--- src/rtl/serial_crc32_pkg.sv ---
// Shared CRC-32 constants (reflected IEEE 802.3 polynomial, seed, final XOR, check value).
package serial_crc32_pkg;

  localparam logic [31:0] CRC32_POLY_REFLECTED = 32'hEDB88320;
  localparam logic [31:0] CRC32_INIT           = 32'hFFFFFFFF;
  localparam logic [31:0] CRC32_XOR_OUT        = 32'hFFFFFFFF;
  localparam logic [31:0] CRC32_CHECK          = 32'hCBF43926;

endpackage

--- src/rtl/crc32_bit_step.sv ---
// One LSB-first CRC shift step for a reflected polynomial; purely combinational.
module crc32_bit_step
  import serial_crc32_pkg::*;
#(
  parameter logic [31:0] POLY = CRC32_POLY_REFLECTED
) (
  input  logic [31:0] crc,
  input  logic        data_bit,
  output logic [31:0] next_crc
);

  logic feedback;

  assign feedback = crc[0] ^ data_bit;
  assign next_crc = (crc >> 1) ^ (feedback ? POLY : 32'h0);

endmodule

--- src/rtl/serial_crc32_generator.sv ---
// Bit-serial CRC-32 generator with registered, finalized output.
// Optional status outputs (crc_valid, bit_count) enabled by macro SERIAL_CRC32_GEN_STATUS_EN.
module serial_crc32_generator
  import serial_crc32_pkg::*;
#(
  parameter logic [31:0] POLY    = CRC32_POLY_REFLECTED,
  parameter logic [31:0] INIT    = CRC32_INIT,
  parameter logic [31:0] XOR_OUT = CRC32_XOR_OUT
) (
  input  logic        clk,
  input  logic        rst_n,
  input  logic        enable,
  input  logic        data_in,
  input  logic        new_message,
  output logic [31:0] crc_out
`ifdef SERIAL_CRC32_GEN_STATUS_EN
  ,
  output logic        crc_valid,
  output logic [31:0] bit_count
`endif
);

  logic [31:0] crc_reg;
  logic [31:0] step_base;
  logic [31:0] step_result;
  logic [31:0] crc_next;

  // A restart substitutes INIT as the base, so restart-plus-absorb shares the one step.
  assign step_base = new_message ? INIT : crc_reg;
  assign crc_next  = enable ? step_result : step_base;

  crc32_bit_step #(
    .POLY(POLY)
  ) u_bit_step (
    .crc      (step_base),
    .data_bit (data_in),
    .next_crc (step_result)
  );

  always_ff @(posedge clk or negedge rst_n) begin
    if (!rst_n) begin
      crc_reg <= INIT;
      crc_out <= INIT ^ XOR_OUT;
    end else begin
      crc_reg <= crc_next;
      crc_out <= crc_reg ^ XOR_OUT;
    end
  end

`ifdef SERIAL_CRC32_GEN_STATUS_EN
  // crc_valid rises together with crc_out showing a whole number of bytes.
  always_ff @(posedge clk or negedge rst_n) begin
    if (!rst_n) begin
      bit_count <= 32'd0;
      crc_valid <= 1'b0;
    end else begin
      if (new_message) begin
        bit_count <= enable ? 32'd1 : 32'd0;
      end else if (enable) begin
        bit_count <= bit_count + 32'd1;
      end
      crc_valid <= !enable && !new_message &&
                   (bit_count != 32'd0) && (bit_count[2:0] == 3'd0);
    end
  end
`endif

endmodule

--- config.mk ---
export PLATFORM = sky130hd
export DESIGN_NAME = serial_crc32_generator
export DESIGN_NICKNAME = d
export VERILOG_FILES = /design/src/rtl/serial_crc32_pkg.sv /design/src/rtl/crc32_bit_step.sv /design/src/rtl/serial_crc32_generator.sv
export SDC_FILE = /design/constraint.sdc
export NUM_CORES = 1
export LEC_CHECK = 0
export ABC_AREA = 1
export BUFFER_PORTS_ARGS = -buffer_cell sky130_fd_sc_hd__buf_2
export CAP_MARGIN = 25
export CELL_PAD_IN_SITES_DETAIL_PLACEMENT = 2
export CELL_PAD_IN_SITES_GLOBAL_PLACEMENT = 2
export CORE_MARGIN = 2
export CORE_UTILIZATION = 35
export DETAILED_ROUTE_END_ITERATION = 12
export GPL_TIMING_DRIVEN = 1
export HOLD_SLACK_MARGIN = 0.08
export PLACE_DENSITY_LB_ADDON = 0.1
export SYNTH_ARGS = -nofsm -noshare
export SYNTH_HDL_FRONTEND = slang
export SYNTH_SLANG_ARGS = --single-unit
--- constraint.sdc ---
create_clock -name clk -period 1.3 [get_ports clk]
set_input_delay 0.065 -clock clk [delete_from_list [all_inputs] [get_ports clk]]
set_output_delay 0.065 -clock clk [all_outputs]
set_load 0.01 [all_outputs]
==> impl_summary.md <==
STA
Summed over all failing endpoints, the final setup total negative slack is 0 ns. The maximum frequency from static timing analysis is between 800 and 900 MHz. On the final layout, the worst clock skew is approximately 0.0092 ns. The number of endpoints with negative hold slack in the final report came to 0. The smallest clock period supported by the final layout is computed as 1.213 ns. Headroom to the max-slew limit came out at just under 80%.

Setup violations remaining at the end of the flow were counted as 0. The worst-margin pin slew is 0.3402 ns. The final hold slack is 0.08999 ns. The count of final max-slew check failures was 0. In the finished design, the share of the clock period the worst path needs comes to 93.27%.

Critical path
Of all nets on the critical path, the largest fanout is 5. STA classifies the critical path startpoint as a flip-flop. For flop-to-flop paths, the worst setup slack is just under 0.09 ns. The data arrival time of the critical path is around 1.5 ns. The class of the most critical setup path is flip-flop to flip-flop. STA puts the critical path data required time at 1.57 ns. The type of destination of the critical path is a flip-flop.

Flow run
Across the run, the number of max-cap violations was 0.

Global route
The number of antenna violations at the first check in global routing is 0. The pin count of the biggest net entering global routing is 65. The via count of the first global-routing pass is 1982. The total routing usage reported by global routing is 16.55%.

The wire length of the first global-routing pass is 9784 um. Summed over all layers, the global routing overflow is 0.

Synthesis
The count of distinct cell types in the synthesized netlist is 16. Yosys printed 0 warnings. The mean area per synthesized cell is 9.806 um^2. The number of nets handed over by synthesis was 263.

The flop and latch count out of synthesis is 64. Sequential elements use between 60% and 70% of the synthesized area. The synthesized netlist cell count is between 200 and 300. The summed instance area of the synthesized netlist is ~2500 um^2.

Pwr
Power spread over the standard cell area amounts to between 1000 and 1500 nW/um^2. Per report_power, the sequential group accounts for 49.7% of the total. Summed over all nets, the switching power comes to 1.187 mW.

The total power draw is 4.597 mW. The proportion of power drawn by combinational gates is 11.9%. The maximum vdd ir drop is between 0.4 and 0.5 mV. In this run the static leakage power is about 1.6 nW. Of the total power, the share spent switching nets is between 20% and 30%. The cell-internal power is between 3 and 4 mW. The relative contribution of the clock network to total power is 38.4%.

Clock tree
The total CTS buffers is 9. No sink is reached through more buffers than the 2 on the longest clock path. The tree is rooted in a sky130_fd_sc_hd__clkbuf_8.

TritonCTS built the clock tree. Counting every sink on the clock net gives 64. The clock latency of the later-clocked register in the worst-skew pair is 0.34 ns. The clock transition at the registers of the reported paths is 0.07 ns. The maximum level of the CTS H-tree is 3.

Floorplan
The die height is approximately 90 um. 37 I/O pins were placed. For this configuration, the core starts out at a cell density of 36.63%. The initialized floorplan defines 30 standard-cell rows. The placeable core region is 6907 um^2. The die covers 7925 um^2. Measured along the x axis, the die boundary spans 89.02 um.

Hold path
In this run the worst hold path is classified as input pin to flip-flop.

Route
The number of violations reported at the end of detailed-routing iteration 0 is 53. The residual DRC count is 0. The number of detailed-route iterations in the first pass is 4. The routed length per placed instance is 14.69 um. Once detail routing completed, the nets flagged for antenna violations numbered 0. Wires add up to approximately 6000 um. After detailed routing, the number of vias per cell comes to 4.645. The via count is 1886.

Final layout
Relative to the synthesized area, the layout overhead comes to 23.84%. The number of antenna diodes is 0. The net total in the final layout is 310. The final non-filler cell area is 3133 um^2.

Cells with a size suffix above 1 make up 33.87% of the layout. After filler insertion, the fill cell instance count of the layout stands at 787.

Placed design
The half-perimeter wire length of the detailed placement result is approximately 3800 um. The post-placement cell area is around 2800 um^2. The global placement routability congestion is around 0.72. The number of input and output port buffers inserted is 36.

Status
The run finished with clean final reports.
## worst max-delay path: stages (launching register included)
cell	delay, ns
sky130_fd_sc_hd__dfstp_2	0.55
sky130_fd_sc_hd__inv_2	0.05
sky130_fd_sc_hd__nand2_4	0.09
sky130_fd_sc_hd__nand2_4	0.08
sky130_fd_sc_hd__clkbuf_16	0.16
sky130_fd_sc_hd__nand3_1	0.06
sky130_fd_sc_hd__nand2_1	0.07
sky130_fd_sc_hd__nand2_1	0.06
sky130_fd_sc_hd__nand2_1	0.05
## layer usage
metal  wire length (um)  GRT usage (%)  vias to the layer above
met5                  0              0                        -
met4                 97          7.734                        0
met3                159          3.047                        7
met2               2958          27.95                       28
met1               2749          20.58                      956
li1                   -              -                      895
## power by group through the flow
stage	sequential (mW)	combinational, mW	clock [mW]
3_5_place_dp	2.32	0.520	0
5_1_grt	2.31	0.625	1.91
3_3_place_gp	2.32	0.508	0
6_report	2.29	0.546	1.77
4_1_cts	2.29	0.535	1.82
2_1_floorplan	2.35	0.260	0
## what timing repair did
item	in CTS	in global routing
buffers inserted	0	0
gates cloned	0	1
hold buffers	2	0
pin swaps	0	2
endpoints found under the setup margin	3	11
endpoints found under the hold margin	69	0
resized for setup	1	11
## synth_stat cells
master	number	area, um^2
sky130_fd_sc_hd__nand2_1	49	183.9
sky130_fd_sc_hd__a31oi_1	11	68.82
sky130_fd_sc_hd__buf_2	5	25.02
sky130_fd_sc_hd__dfrtp_1	32	800.8
sky130_fd_sc_hd__inv_1	47	176.4
sky130_fd_sc_hd__o21ai_0	23	115.1
sky130_fd_sc_hd__buf_6	4	45.04
sky130_fd_sc_hd__nor2_1	10	37.54
sky130_fd_sc_hd__nor2_2	3	18.77
sky130_fd_sc_hd__dfstp_2	32	840.8
sky130_fd_sc_hd__buf_4	1	7.510
sky130_fd_sc_hd__nor3_1	11	55.05
sky130_fd_sc_hd__o21ai_1	2	10.01
sky130_fd_sc_hd__buf_8	1	15.01
sky130_fd_sc_hd__nand3_1	23	115.1
sky130_fd_sc_hd__clkbuf_1	4	15.01
## path summary, 6_finish.rpt
path | startpoint | end | depth (start not counted)
setup reg to reg | crc_reg[0] | crc_reg[19] | 8
hold / removal | new_message | crc_reg[0] | 3
max in group asynchronous | rst_n | crc_reg[9] | 3
hold reg to reg | crc_reg[27] | crc_out[27] | 1
setup / recovery | crc_reg[0] | crc_reg[19] | 8
min in group asynchronous | rst_n | crc_out[12] | 3
## cell families after synthesis
kind of cell           Yosys count  synth area share, %
buffers and inverters           62                11.23
flip-flops                      64                64.89
AO/OA/AOI/OAI                   36                7.666
AND/OR/NAND/NOR                 96                16.22
## cell type report
type                       count  area, um^2  share of cell area, %
sequential                    64        1642                  52.40
multi-input combinational    132       634.4                  20.25
timing repair buffer          51       351.6                  11.22
inverter                      47       176.4                  5.631
clock buffer                  12       155.1                  4.952
tap                           96       120.1                  3.834
clock inverter                 4       53.80                  1.717
## per-stage QoR
| step | cells | util (%) | setup WS, ns |
|---|---|---|---|
| after floorplan | 258 | - | 0.1964 |
| after global placement | 387 | 41.09 | 0.02079 |
| after detailed placement | 387 | 41.09 | 0.01577 |
| after CTS | 405 | 44.44 | 0.03323 |
| after global routing | 406 | 45.36 | -0.0007985 |
| final | 406 | 45.36 | 0.08747 |
## layout by cell type, fill, tap and decap left out, drive strengths merged
| cell type | count |
|---|---|
| a31oi | 11 |
| buf | 48 |
| bufinv | 1 |
| clkbuf | 13 |
| clkinv | 1 |
| clkinvlp | 2 |
| dfrtp | 32 |
| dfstp | 32 |
| dlygate4sd3 | 2 |
| inv | 47 |
| nand2 | 49 |
| nand3 | 23 |
| nor2 | 13 |
| nor3 | 11 |
| o21ai | 25 |
No activity file was read; power rests on OpenSTA's default activity.
